### src/rtl/seq_sdiv_if.sv
// Handshake bundle for seq_sdiv: operand channel (in_*) and result channel (out_*).
// The remainder signal exists only when SDIV_REM_EN is defined.
interface seq_sdiv_if #(
    parameter int unsigned WIDTH = 32
);
    logic             in_valid;
    logic             in_ready;
    logic [WIDTH-1:0] dividend;
    logic [WIDTH-1:0] divisor;
    logic             out_valid;
    logic             out_ready;
    logic [WIDTH-1:0] quotient;
    logic             ex;
`ifdef SDIV_REM_EN
    logic [WIDTH-1:0] remainder;

    modport master (
        output in_valid, dividend, divisor, out_ready,
        input  in_ready, out_valid, quotient, ex, remainder
    );
    modport slave (
        input  in_valid, dividend, divisor, out_ready,
        output in_ready, out_valid, quotient, ex, remainder
    );
`else
    modport master (
        output in_valid, dividend, divisor, out_ready,
        input  in_ready, out_valid, quotient, ex
    );
    modport slave (
        input  in_valid, dividend, divisor, out_ready,
        output in_ready, out_valid, quotient, ex
    );
`endif
endinterface

### src/rtl/seq_sdiv.sv
// Multi-cycle signed restoring divider, one quotient bit per clock, truncating toward zero.
// Define SDIV_REM_EN to add the registered, sign-corrected remainder output.
module seq_sdiv #(
    parameter  int unsigned WIDTH = 32,
    localparam int unsigned CNT_W = $clog2(WIDTH + 1)
) (
    input  logic      clock,
    input  logic      resetn,
    seq_sdiv_if.slave bus
);

    typedef enum logic [1:0] {StIdle, StCalc, StFix, StDone} state_e;

    state_e             state_q, state_d;
    logic [CNT_W-1:0]   cnt_q, cnt_d;
    logic [WIDTH-1:0]   rem_q, rem_d;
    logic [WIDTH-1:0]   quo_q, quo_d;
    logic [WIDTH-1:0]   dvsr_q, dvsr_d;
    logic               neg_q_q, neg_q_d;
    logic [WIDTH-1:0]   quotient_q, quotient_d;
    logic               ex_q, ex_d;
    logic               out_valid_q, out_valid_d;
`ifdef SDIV_REM_EN
    logic               neg_r_q, neg_r_d;
    logic [WIDTH-1:0]   remainder_q, remainder_d;
`endif

    logic [WIDTH-1:0]   dvnd_mag, dvsr_mag;
    logic [WIDTH:0]     rem_shift;
    logic [WIDTH-1:0]   rem_diff;
    logic               rem_keep;

    // -2^(W-1) negates to itself, which is the correct unsigned magnitude.
    assign dvnd_mag = bus.dividend[WIDTH-1] ? -bus.dividend : bus.dividend;
    assign dvsr_mag = bus.divisor[WIDTH-1]  ? -bus.divisor  : bus.divisor;

    assign rem_shift = {rem_q, quo_q[WIDTH-1]};
    assign rem_keep  = rem_shift >= {1'b0, dvsr_q};
    assign rem_diff  = rem_shift[WIDTH-1:0] - dvsr_q;

    always_comb begin
        state_d     = state_q;
        cnt_d       = cnt_q;
        rem_d       = rem_q;
        quo_d       = quo_q;
        dvsr_d      = dvsr_q;
        neg_q_d     = neg_q_q;
        quotient_d  = quotient_q;
        ex_d        = ex_q;
        out_valid_d = out_valid_q;
`ifdef SDIV_REM_EN
        neg_r_d     = neg_r_q;
        remainder_d = remainder_q;
`endif
        case (state_q)
            StIdle: begin
                if (bus.in_valid) begin
                    neg_q_d = bus.dividend[WIDTH-1] ^ bus.divisor[WIDTH-1];
                    quo_d   = dvnd_mag;
                    dvsr_d  = dvsr_mag;
                    rem_d   = '0;
                    cnt_d   = CNT_W'(WIDTH - 1);
`ifdef SDIV_REM_EN
                    neg_r_d = bus.dividend[WIDTH-1];
`endif
                    if (bus.divisor == '0) begin
                        quotient_d = '0;
                        ex_d       = 1'b1;
`ifdef SDIV_REM_EN
                        remainder_d = bus.dividend;
`endif
                        state_d    = StDone;
                    end else begin
                        state_d = StCalc;
                    end
                end
            end
            StCalc: begin
                rem_d = rem_keep ? rem_diff : rem_shift[WIDTH-1:0];
                quo_d = {quo_q[WIDTH-2:0], rem_keep};
                if (cnt_q == '0) begin
                    state_d = StFix;
                end else begin
                    cnt_d = cnt_q - 1'b1;
                end
            end
            StFix: begin
                quotient_d  = neg_q_q ? -quo_q : quo_q;
                ex_d        = 1'b0;
                out_valid_d = 1'b1;
`ifdef SDIV_REM_EN
                remainder_d = neg_r_q ? -rem_q : rem_q;
`endif
                state_d     = StDone;
            end
            StDone: begin
                // Divide-by-zero enters with out_valid low; raise it one edge later.
                if (!out_valid_q) begin
                    out_valid_d = 1'b1;
                end else if (bus.out_ready) begin
                    out_valid_d = 1'b0;
                    state_d     = StIdle;
                end
            end
            default: state_d = StIdle;
        endcase
    end

    always_ff @(posedge clock or negedge resetn) begin
        if (!resetn) begin
            state_q     <= StIdle;
            cnt_q       <= '0;
            rem_q       <= '0;
            quo_q       <= '0;
            dvsr_q      <= '0;
            neg_q_q     <= 1'b0;
            quotient_q  <= '0;
            ex_q        <= 1'b0;
            out_valid_q <= 1'b0;
`ifdef SDIV_REM_EN
            neg_r_q     <= 1'b0;
            remainder_q <= '0;
`endif
        end else begin
            state_q     <= state_d;
            cnt_q       <= cnt_d;
            rem_q       <= rem_d;
            quo_q       <= quo_d;
            dvsr_q      <= dvsr_d;
            neg_q_q     <= neg_q_d;
            quotient_q  <= quotient_d;
            ex_q        <= ex_d;
            out_valid_q <= out_valid_d;
`ifdef SDIV_REM_EN
            neg_r_q     <= neg_r_d;
            remainder_q <= remainder_d;
`endif
        end
    end

    assign bus.in_ready  = (state_q == StIdle);
    assign bus.out_valid = out_valid_q;
    assign bus.quotient  = quotient_q;
    assign bus.ex        = ex_q;
`ifdef SDIV_REM_EN
    assign bus.remainder = remainder_q;
`endif

endmodule

### src/flat_wrapper.sv
// flat-port wrapper written by rule: the top's interface ports become plain ports
module seq_sdiv_flat 
#(
    parameter  int unsigned WIDTH = 32,
    localparam int unsigned CNT_W = $clog2(WIDTH + 1)
)
  (clock, resetn, bus_in_valid, bus_dividend, bus_divisor, bus_out_ready, bus_in_ready, bus_out_valid, bus_quotient, bus_ex);
  seq_sdiv_if #(.WIDTH(WIDTH)) bus_i ();
  input  logic clock;
  input  logic resetn;
  input wire logic [$bits(bus_i.in_valid)-1:0] bus_in_valid;
  input wire logic [$bits(bus_i.dividend)-1:0] bus_dividend;
  input wire logic [$bits(bus_i.divisor)-1:0] bus_divisor;
  input wire logic [$bits(bus_i.out_ready)-1:0] bus_out_ready;
  output wire logic [$bits(bus_i.in_ready)-1:0] bus_in_ready;
  output wire logic [$bits(bus_i.out_valid)-1:0] bus_out_valid;
  output wire logic [$bits(bus_i.quotient)-1:0] bus_quotient;
  output wire logic [$bits(bus_i.ex)-1:0] bus_ex;
  assign bus_i.in_valid = bus_in_valid;
  assign bus_i.dividend = bus_dividend;
  assign bus_i.divisor = bus_divisor;
  assign bus_i.out_ready = bus_out_ready;
  assign bus_in_ready = bus_i.in_ready;
  assign bus_out_valid = bus_i.out_valid;
  assign bus_quotient = bus_i.quotient;
  assign bus_ex = bus_i.ex;
  seq_sdiv #(.WIDTH(WIDTH)) u_core (.clock(clock), .resetn(resetn), .bus(bus_i));
endmodule
### config.mk
export PLATFORM = sky130hd
export DESIGN_NAME = seq_sdiv_flat
export DESIGN_NICKNAME = d
export VERILOG_FILES = /design/src/rtl/seq_sdiv_if.sv /design/src/rtl/seq_sdiv.sv /design/src/flat_wrapper.sv
export SDC_FILE = /design/constraint.sdc
export NUM_CORES = 1
export LEC_CHECK = 0
export ABC_AREA = 1
export CORE_MARGIN = 2
export CORE_UTILIZATION = 30
export CTS_CLUSTER_SIZE = 28
export DETAILED_ROUTE_END_ITERATION = 7
export PLACE_DENSITY = 0.56
export SYNTH_ARGS = -nofsm -noshare
export SYNTH_HDL_FRONTEND = slang
export SYNTH_SLANG_ARGS = --single-unit
### constraint.sdc
create_clock -name clock -period 2.3 [get_ports clock]
set_input_delay 0.46 -clock clock [delete_from_list [all_inputs] [get_ports clock]]
set_output_delay 0.46 -clock clock [all_outputs]
set_load 0.005 [all_outputs]
==> impl_metrics.yaml, run 1 <==
cts:
  clk_pin_slew_worst_paths_ns: 0.07
  insertion_delay_of_the_later_clocked_pin_in_the_worst_skew_pair_ns: 0.44
  numClockSinks: 139
  cts_max_path_buffers: 2
  cts_root_buffer: "sky130_fd_sc_hd__clkbuf_16"
  cts.htree.levels: 4
  cts_tree: "yes"
  tritoncts.num_buffers: 17
sta:
  crit_path_setup_slack_layout_ns: 0.0930
  clock-skew-final_ns: 0.0142
  report.final.setup_viol: 0
  timing.final.max_slew_violations: 0
  relSlewSlack: 0.535
  timing.final.crit_share: 0.960
  hold_ws_ns: 0.484
  hold_viol: 0
  tightest_slew_ns: 0.697
  final_period_minus_worst_setup_slack_ns: 2.21
  setup_repair_after_global_routing_missed_its_margin: "yes"
  max_freq_ghz: 0.453
pwr:
  clockPowerShare: 0.116
  swShare: 0.498
  static-leakage-power_nw: 7.44
  power.share.combinational: 0.686
  vdd.ir_drop.worst_uv: 737
  seqPwrFrac: 0.198
  power.total_mw: 22.8
  power_per_cell_area_mw_per_mm2: 1540
  cellInternalPower_mw: 11.5
  switchingPower_mw: 11.4
die:
  core_mm2: 0.0374
  start_util: 0.302
  std_cell_rows: 71
  fp.dieArea_mm2: 0.0393
  fp.dieH_um: 198
  chip_width_um: 198
  top_level_ports: 103
synth:
  synth_area_leaders: "sky130_fd_sc_hd__dfrtp_1, sky130_fd_sc_hd__nand2_1, sky130_fd_sc_hd__inv_1"
  yosysSeqAreaShare: 0.308
  postSynth.asyncResetShare: 1.00
  synth_fa_ha_area_frac: 0.0471
  post_synth_most_frequent_cells: "sky130_fd_sc_hd__nand2_1, sky130_fd_sc_hd__inv_1, sky130_fd_sc_hd__nand3_1, sky130_fd_sc_hd__nor2_1, sky130_fd_sc_hd__dfrtp_1"
  synthXorXnorAreaFrac: 0.0496
  synth_warnings: 0
  synth_edf_count: 0
  synthesis.area_per_instance_um2: 6.36
  yosys.cell_types.count: 43
  post-synth-top-area-cell: "sky130_fd_sc_hd__dfrtp_1"
  dominant_combinational_cell_family_by_area_after_synthesis: "simple AND/OR/NAND/NOR gates"
  synth-simple-area-share: 0.360
  synth_top_flop_cell: "sky130_fd_sc_hd__dfrtp_1"
  synth-seq-cells: 139
  postSynthCellCount: 1778
  synth_mux_area_frac: 0
  synth.top_cell.area_share: 0.308
  synth.net_count: 1888
  synth-compound-area-share: 0.123
  synth_area_mm2: 0.0113
  yosysMostFrequentCell: "sky130_fd_sc_hd__nand2_1"
final_layout:
  fin_util: 0.398
  layout-drive-gt1-share: 0.133
  nNetsFinal: 2096
  flow.area_growth_from_synthesis_pct: 31.6
  fin_area_mm2: 0.0149
  antenna_cells: 0
worst_hold_path:
  holdCritPathClass: "flip-flop to flip-flop"
  min-delay-start: "u_core.bus.quotient[24]"
setup_path:
  worst_setup_path_end_kind: "flip-flop"
  crit_path_start: "u_core.dvsr_q[4]"
  critPathMaxFanout: 16
  critPathArrivalTime_ns: 2.54
  path_cells: "inv_1, ha_4, nand2_1, nor2_2, nand2_1, nor2_2, nand3_2, nand2_2, nor2_4, buf_12, nand2_4, buf_12, nand3_1, nand2_1, nand2_1"
  cp_common_cell: "sky130_fd_sc_hd__nand2_1"
  ff_to_ff_start: "u_core.dvsr_q[4]"
  critical-path-slowest-cell: "sky130_fd_sc_hd__dfrtp_1"
  cpPeakStageDelay_ns: 0.36
  required_ns: 2.63
  critical_path.top_delay_family: "simple AND/OR/NAND/NOR gates"
  cp-start-kind: "flip-flop"
  cp.buffers_inverters: 3
  worstSetupPathType: "flip-flop to flip-flop"
placed_design:
  gp_routability_congestion: 0.939
  place_worst_setup_slack_ns: -0.230
  dp_hpwl_mm: 29.3
  placed_area_mm2: 0.0138
  port_buffers: 102
global_route:
  grt.total_usage: 0.189
  via_count_of_the_first_global_routing_pass: 10898
  grt_overflow: 0
  grt_antenna_before_repair: 0
  grt_pass1_wl_mm: 58.4
  grt_start_max_net_pins: 54
drt:
  number_of_design_rule_violations_left_by_the_first_detailed_router_iteration: 849
  vias_per_cell: 4.69
  routed_wl_per_cell_um: 14.7
  detail_route_antenna_nets: 0
  route.final.wire_length_mm: 36.9
  routed-via-count: 11768
  dr.pass1.iters: 7
  drcViolationCount: 0
run_status:
  run_status: "completed"
flow_run:
  max-cap-violations: 0
-- registers in the layout (all words and copies together) (netlist names), 2 cells and up --
register and cells:
u_core.bus.quotient 32, u_core.dvsr_q 32, u_core.quo_q 32, u_core.rem_q 32
u_core.cnt_q 6, u_core.state_q 2
-- stage by stage --
step                TNS (ns)  instances
floorplan                  0       1778
global placement       -4.67       2469
detailed placement     -7.07       2469
CTS                 -0.00102       2500
global route          -0.661       2508
finish                     0       2508
-- logic make-up (layout without fill, tap and decap cells) --
kind of cell    after synthesis  after routing
buf+inv                     324            543
simple gates                965            965
fa+ha+maj                    42             42
xor+xnor                     64             64
flops                       139            139
compound gates              244            244
-- final cells by class --
| cell class | instances | area, um^2 |
|---|---|---|
| Clock buffer | 20 | 457 |
| Clock inverter | 10 | 93.8 |
| Fill cell | 3947 | 22500 |
| Inverter | 272 | 1020 |
| Multi-Input combinational cell | 1315 | 6960 |
| Sequential cell | 139 | 3480 |
| Tap cell | 511 | 639 |
| Timing Repair Buffer | 241 | 2230 |
-- power groups by stage --
stage          Clock [mW]  Combinational (mW)  Sequential (mW)
6_report             2.65                15.7             4.53
5_1_grt              2.81                17.6             4.68
4_1_cts              2.72                14.4             4.44
3_5_place_dp            0                14.3             4.47
3_3_place_gp            0                14.1             4.45
2_1_floorplan           0                9.76             4.16
-- tightest hold or removal path: cells and delay by family (launching register included) --
kind,cells,cell delay (ns)
and+or+nand+nor,2,0.11
DFF,1,0.34
-- metal layers --
metal	GRT usage	up-vias	share of wire
li1	-	6058	-
met1	0.295	5399	0.52
met2	0.270	282	0.41
met3	0.0245	29	0.049
met4	0.0446	0	0.014
met5	0	-	0
-- cells in the final DEF, fill, tap and decap left out, types with 6 or more instances in the layout --
master,instances
sky130_fd_sc_hd__nand3_1,157
sky130_fd_sc_hd__nor2_1,144
sky130_fd_sc_hd__xnor2_1,15
sky130_fd_sc_hd__nand2_2,11
sky130_fd_sc_hd__nor2_2,15
sky130_fd_sc_hd__inv_2,11
sky130_fd_sc_hd__nand4_1,24
sky130_fd_sc_hd__xor2_1,49
sky130_fd_sc_hd__nand2_1,555
sky130_fd_sc_hd__ha_4,24
sky130_fd_sc_hd__o211ai_1,17
sky130_fd_sc_hd__inv_1,261
sky130_fd_sc_hd__o21ai_1,16
sky130_fd_sc_hd__a22o_1,6
sky130_fd_sc_hd__buf_12,11
sky130_fd_sc_hd__o21ai_0,113
sky130_fd_sc_hd__a21oi_1,60
sky130_fd_sc_hd__o21ai_2,12
sky130_fd_sc_hd__ha_1,12
sky130_fd_sc_hd__and2_1,6
sky130_fd_sc_hd__clkdlybuf4s50_1,101
sky130_fd_sc_hd__buf_4,125
sky130_fd_sc_hd__nor3_1,17
sky130_fd_sc_hd__nand3b_1,18
sky130_fd_sc_hd__clkbuf_16,18
sky130_fd_sc_hd__dfrtp_1,139
-- repair_timing --
item,in CTS,in global routing
gates cloned,0,1
gates resized for setup,5,74
setup buffers,0,7
hold buffers,1,0
hold endpoints to repair,3,0
pin swaps,0,6
endpoints found under the setup margin,19,35
-- final timing paths --
kind / to / slack (ns) / cells after the start
max in group asynchronous: u_core.quo_q[25] / 1.03 / 3
worst min-delay path: u_core.bus.quotient[24] / 0.48 / 2
worst min register to register: u_core.bus.quotient[24] / 0.48 / 2
min in group asynchronous: u_core.rem_q[15] / 0.57 / 2
worst max-delay path: u_core.rem_q[26] / 0.09 / 15
worst max register to register: u_core.rem_q[26] / 0.09 / 15
(Power assumes the default switching activity.)
==> run 2, diff against run 1 <==
--- a/config.mk
+++ b/config.mk
@@ -6,7 +6,7 @@
 export NUM_CORES = 1
 export LEC_CHECK = 0
 export ABC_AREA = 1
-export CORE_MARGIN = 2
+export CORE_MARGIN = 5
 export CORE_UTILIZATION = 30
 export CTS_CLUSTER_SIZE = 28
 export DETAILED_ROUTE_END_ITERATION = 7
==> impl_metrics.yaml, run 2 (synthesis gave the netlist of run 1 again) <==
global_route:
  via_count_of_the_first_global_routing_pass: 11185
  grt.total_usage: 0.183
  grt_pass1_wl_mm: 61.0
  grt_overflow: 0
  grt_antenna_before_repair: 1
  grt_start_max_net_pins: 42
cts:
  clk_pin_slew_worst_paths_ns: 0.06
  insertion_delay_of_the_later_clocked_pin_in_the_worst_skew_pair_ns: 0.44
  numClockSinks: 139
  cts.htree.levels: 4
  cts_max_path_buffers: 2
  tritoncts.num_buffers: 17
  cts_tree: "yes"
  cts_root_buffer: "sky130_fd_sc_hd__clkbuf_16"
die:
  fp.dieArea_mm2: 0.0417
  top_level_ports: 103
  fp.dieH_um: 204
  std_cell_rows: 71
  core_mm2: 0.0374
  chip_width_um: 204
  start_util: 0.302
setup_path:
  required_ns: 2.61
  cp_common_cell: "sky130_fd_sc_hd__nand2_1"
  critical-path-slowest-cell: "sky130_fd_sc_hd__dfrtp_1"
  cp.buffers_inverters: 1
  rrSetupSlack_ns: 0.10
  critPathMaxFanout: 13
  path_cells: "ha_4, nand2_1, nor2_2, nand2_1, nor2_4, nand3_2, nand2_2, nor2_4, nand2_4, buf_12, nand3_1, nand2_1, nand2_1"
  worstSetupPathType: "flip-flop to flip-flop"
  cpPeakStageDelay_ns: 0.43
  critPathArrivalTime_ns: 2.51
  cp-start-kind: "flip-flop"
  critical_path.top_delay_family: "simple AND/OR/NAND/NOR gates"
  worst_setup_path_end_kind: "flip-flop"
drt:
  met2WireLength_mm: 16.1
  routed_wl_per_cell_um: 15.1
  detail_route_antenna_nets: 0
  max_used_layer: "met4"
  dr.pass1.iters: 5
  route.final.wire_length_mm: 38.3
  drcViolationCount: 0
  met3RoutedLength_mm: 1.58
  vias_per_cell: 4.65
  routed-via-count: 11744
  detailed_route_wire_length_on_metal_1_mm: 20.1
  number_of_design_rule_violations_left_by_the_first_detailed_router_iteration: 853
run_status:
  run_status: "completed"
flow_run:
  max-cap-violations: 0
sta:
  tightest_slew_ns: 0.795
  clock-skew-final_ns: 0.0124
  report.final.setup_viol: 0
  max_freq_ghz: 0.455
  hold_viol: 0
  relSlewSlack: 0.470
  crit_path_setup_slack_layout_ns: 0.101
  setup_tns_ns: 0
  timing.final.crit_share: 0.956
  hold_ws_ns: 0.481
  final_period_minus_worst_setup_slack_ns: 2.20
  timing.final.max_slew_violations: 0
pwr:
  power_per_cell_area_mw_per_mm2: 1590
  static-leakage-power_nw: 7.58
  vdd.ir_drop.worst_uv: 777
worst_hold_path:
  holdCritPathClass: "flip-flop to flip-flop"
placed_design:
  dp_hpwl_mm: 30.1
  port_buffers: 102
  place_worst_setup_slack_ns: -0.204
  gp_routability_congestion: 0.911
final_layout:
  flow.area_growth_from_synthesis_pct: 33.8
  nNetsFinal: 2111
  layout_common_cells: "sky130_fd_sc_hd__nand2_1, sky130_fd_sc_hd__inv_1, sky130_fd_sc_hd__nand3_1"
  layout-drive-gt1-share: 0.143
  most_common_cell_after_layout_fill_and_taps_aside: "sky130_fd_sc_hd__nand2_1"
==> run 2: worst register-to-register path: stages, from the launching register on <==
cell and delay (ns):
sky130_fd_sc_hd__dfrtp_1 0.43, sky130_fd_sc_hd__ha_4 0.31, sky130_fd_sc_hd__nand2_1 0.12, sky130_fd_sc_hd__nor2_2 0.14, sky130_fd_sc_hd__nand2_1 0.12, sky130_fd_sc_hd__nor2_4 0.16
sky130_fd_sc_hd__nand3_2 0.10, sky130_fd_sc_hd__nand2_2 0.09, sky130_fd_sc_hd__nor2_4 0.06, sky130_fd_sc_hd__nand2_4 0.11, sky130_fd_sc_hd__buf_12 0.15, sky130_fd_sc_hd__nand3_1 0.14
sky130_fd_sc_hd__nand2_1 0.09, sky130_fd_sc_hd__nand2_1 0.06
==> run 2: timing repair <==
item	CTS	global route
setup buffers	0	9
resized for setup	19	66
pin swaps	0	11
hold buffers	1	0
hold endpoints to repair	26	0
setup endpoints to repair	23	34
cloned	0	2
==> run 2: layout make-up <==
type	count	area [um^2]
fill	3952	22300
antenna	1	2.50
clock inverter	10	211
inverter	272	1020
timing repair buffer	256	2350
sequential	139	3480
clock buffer	21	470
multi-input combinational	1315	6950
tap	511	639
==> run 2: metal layers <==
layer  GRT usage  vias to the layer above
met5           0                        -
met4      0.0438                        0
met2       0.265                      243
met1       0.284                     5370
met3      0.0260                       28
li1            -                     6103
==> run 2: power by group <==
part	total, mW	switching [mW]	internal [mW]
registers	4.56	0.993	3.56
logic	16.2	9.52	6.64
clock network	3.25	1.13	2.12
==> run 2: worst paths after layout <==
path,startpoint,to,cells after the start
max,u_core.rem_q[11],u_core.rem_q[26],13
min,u_core.bus.quotient[20],u_core.bus.quotient[20],2
max reg2reg,u_core.rem_q[11],u_core.rem_q[26],13
min reg2reg,u_core.bus.quotient[20],u_core.bus.quotient[20],2
max in group asynchronous,resetn,u_core.quo_q[25],3
min in group asynchronous,resetn,u_core.dvsr_q[13],2
==> run 2: through the flow <==
step	cell area [um^2]	total power, mW	utilization	std cells
after floorplan	11300	13.9	-	1778
after global placement	13900	18.9	0.371	2481
after detailed placement	13900	19.1	0.371	2481
after CTS	14700	22.8	0.393	2513
after global routing	15100	26.2	0.404	2525
final	15100	24.0	0.404	2525
==> run 3, diff against run 2 <==
--- a/config.mk
+++ b/config.mk
@@ -7,10 +7,10 @@
 export LEC_CHECK = 0
 export ABC_AREA = 1
 export CORE_MARGIN = 5
-export CORE_UTILIZATION = 30
+export CORE_UTILIZATION = 55
 export CTS_CLUSTER_SIZE = 28
 export DETAILED_ROUTE_END_ITERATION = 7
-export PLACE_DENSITY = 0.56
+export PLACE_DENSITY = 0.86
 export SYNTH_ARGS = -nofsm -noshare
 export SYNTH_HDL_FRONTEND = slang
 export SYNTH_SLANG_ARGS = --single-unit
==> impl_metrics.yaml, run 3 (synthesis gave the netlist of run 1 again) <==
flow_run:
  max-cap-violations: 0
setup_path:
  cp-start-kind: "flip-flop"
  rrSetupSlack_ns: 0.1
  timing.critical_path.depth: 13
  required_ns: 2.63
  rr_worst_depth: 13
  critical_path.top_delay_family: "simple AND/OR/NAND/NOR gates"
  path_cells: "inv_1, ha_2, nand2_1, nand2_1, nand2_1, nand2_1, a21oi_2, nand2_2, nor2_4, buf_4, nand3b_1, nand3_1, nand2_1"
  ff_to_ff_start: "u_core.dvsr_q[26]"
  critPathArrivalTime_ns: 2.53
  timing.rr.end: "u_core.rem_q[18]"
  crit_end: "u_core.rem_q[18]"
  cp_common_cell: "sky130_fd_sc_hd__nand2_1"
  cp.buffers_inverters: 2
  critical-path-slowest-cell: "sky130_fd_sc_hd__dfrtp_1"
  critPathMaxFanout: 13
  crit_path_start: "u_core.dvsr_q[26]"
  worstSetupPathType: "flip-flop to flip-flop"
  cpPeakStageDelay_ns: 0.40
  worst_setup_path_end_kind: "flip-flop"
pwr:
  power.total_mw: 23.8
  vdd.ir_drop.worst_uv: 775
  power_per_cell_area_mw_per_mm2: 1630
  static-leakage-power_nw: 7.44
cts:
  numClockSinks: 139
  insertion_delay_of_the_later_clocked_pin_in_the_worst_skew_pair_ns: 0.44
  cts_max_path_buffers: 2
  cts.htree.levels: 4
  clk_pin_slew_worst_paths_ns: 0.07
  cts_root_buffer: "sky130_fd_sc_hd__clkbuf_16"
  cts_tree: "yes"
  tritoncts.num_buffers: 17
final_layout:
  antenna_cells: 0
  nNetsFinal: 2087
  layout_common_cells: "sky130_fd_sc_hd__nand2_1, sky130_fd_sc_hd__inv_1, sky130_fd_sc_hd__nand3_1"
  flow.area_growth_from_synthesis_pct: 28.9
  most_common_cell_after_layout_fill_and_taps_aside: "sky130_fd_sc_hd__nand2_1"
  layout-drive-gt1-share: 0.133
  multiInputGateArea_mm2: 0.00697
  seq_area_mm2: 0.00348
  fillers: 1655
global_route:
  grt_start_max_net_pins: 42
  grt.total_usage: 0.307
  grt_overflow: 0
  via_count_of_the_first_global_routing_pass: 11628
  grt_antenna_before_repair: 0
  grt_pass1_wl_mm: 58.8
placed_design:
  gp_routability_congestion: 1.03
  dp_hpwl_mm: 28.6
  port_buffers: 102
drt:
  met2WireLength_mm: 16.3
  max_used_layer: "met4"
  vias_per_cell: 5.49
  dr.pass1.iters: 5
  met3RoutedLength_mm: 3.95
  detail_route_antenna_nets: 0
  routed_wl_per_cell_um: 16.4
  routed-via-count: 12406
  route.final.wire_length_mm: 37.1
  drcViolationCount: 0
  detailed_route_wire_length_on_metal_1_mm: 15.9
  number_of_design_rule_violations_left_by_the_first_detailed_router_iteration: 1275
sta:
  max_freq_ghz: 0.454
  timing.final.max_slew_violations: 0
  clock-skew-final_ns: 0.0116
  hold_viol: 0
  hold_ws_ns: 0.485
  final_period_minus_worst_setup_slack_ns: 2.20
  timing.final.crit_share: 0.958
  relSlewSlack: 0.579
  tightest_slew_ns: 0.630
  setup_tns_ns: 0
  report.final.setup_viol: 0
die:
  start_util: 0.559
  fp.dieArea_mm2: 0.0235
  chip_width_um: 153
  fp.dieH_um: 153
  std_cell_rows: 52
  top_level_ports: 103
  core_mm2: 0.0202
run_status:
  run_status: "completed"
worst_hold_path:
  holdCritPathClass: "flip-flop to flip-flop"
-- run 3: cell count changes in the layout (fill, tap and decap cells not counted), sizes merged --
cell and delta:
buf -22, bufinv -1, clkbuf -6, clkdlybuf4s50 -1, clkinvlp +2, diode -1, dlymetal6s2s +1, inv +3
-- run 3: worst min-delay path by stage --
stage                                  from                       to  slack [ns]  cells past startpoint
finish              u_core.bus.quotient[27]  u_core.bus.quotient[27]        0.49                      2
global route              u_core.dvsr_q[27]        u_core.dvsr_q[27]        0.50                      2
CTS                       u_core.dvsr_q[19]        u_core.dvsr_q[19]        0.48                      2
detailed placement                   resetn        u_core.dvsr_q[15]        0.40                      1
global placement                     resetn        u_core.dvsr_q[15]        0.41                      1
floorplan                            resetn            u_core.bus.ex        0.16                      0
-- run 3: area by class of cell --
class,count,area share
multi-input combinational,1315,0.478
sequential,139,0.239
timing repair buffer,232,0.146
inverter,272,0.0700
clock buffer,17,0.0292
tap,270,0.0232
clock inverter,14,0.0148
-- run 3: power breakdown --
part / switching (mW) / internal [mW]
registers: 1.08 / 3.56
clock network: 1.18 / 1.93
logic: 9.59 / 6.42
-- run 3: metrics by stage --
| step | instances | cell area [um^2] | setup WS (ns) | utilization |
|---|---|---|---|---|
| global route | 2259 | 14600 | -0.0418 | 0.720 |
| floorplan | 1778 | 11300 | 0.329 | - |
| finish | 2259 | 14600 | 0.0973 | 0.720 |
| CTS | 2255 | 14100 | 0.00462 | 0.698 |
| detailed placement | 2223 | 13500 | -0.196 | 0.665 |
| global placement | 2223 | 13500 | -0.106 | 0.665 |
-- run 3: timing repair --
action | CTS | global route
resized for setup | 5 | 81
setup endpoints to repair | 8 | 40
setup buffers | 0 | 4
pin swaps | 0 | 7
hold buffers | 1 | 0
endpoints found under the hold margin | 36 | 0
-- run 3: worst register-to-register path, cell delays in order (launching register included) --
cell,delay (ns)
sky130_fd_sc_hd__dfrtp_1,0.40
sky130_fd_sc_hd__inv_1,0.08
sky130_fd_sc_hd__ha_2,0.30
sky130_fd_sc_hd__nand2_1,0.08
sky130_fd_sc_hd__nand2_1,0.06
sky130_fd_sc_hd__nand2_1,0.09
sky130_fd_sc_hd__nand2_1,0.08
sky130_fd_sc_hd__a21oi_2,0.19
sky130_fd_sc_hd__nand2_2,0.10
sky130_fd_sc_hd__nor2_4,0.18
sky130_fd_sc_hd__buf_4,0.23
sky130_fd_sc_hd__nand3b_1,0.15
sky130_fd_sc_hd__nand3_1,0.11
sky130_fd_sc_hd__nand2_1,0.05
-- run 3: metal layers --
layer / up-vias / GRT usage
met5: - / 0
met1: 5700 / 0.434
met2: 585 / 0.467
li1: 6050 / -
met3: 71 / 0.0766
met4: 0 / 0.0887
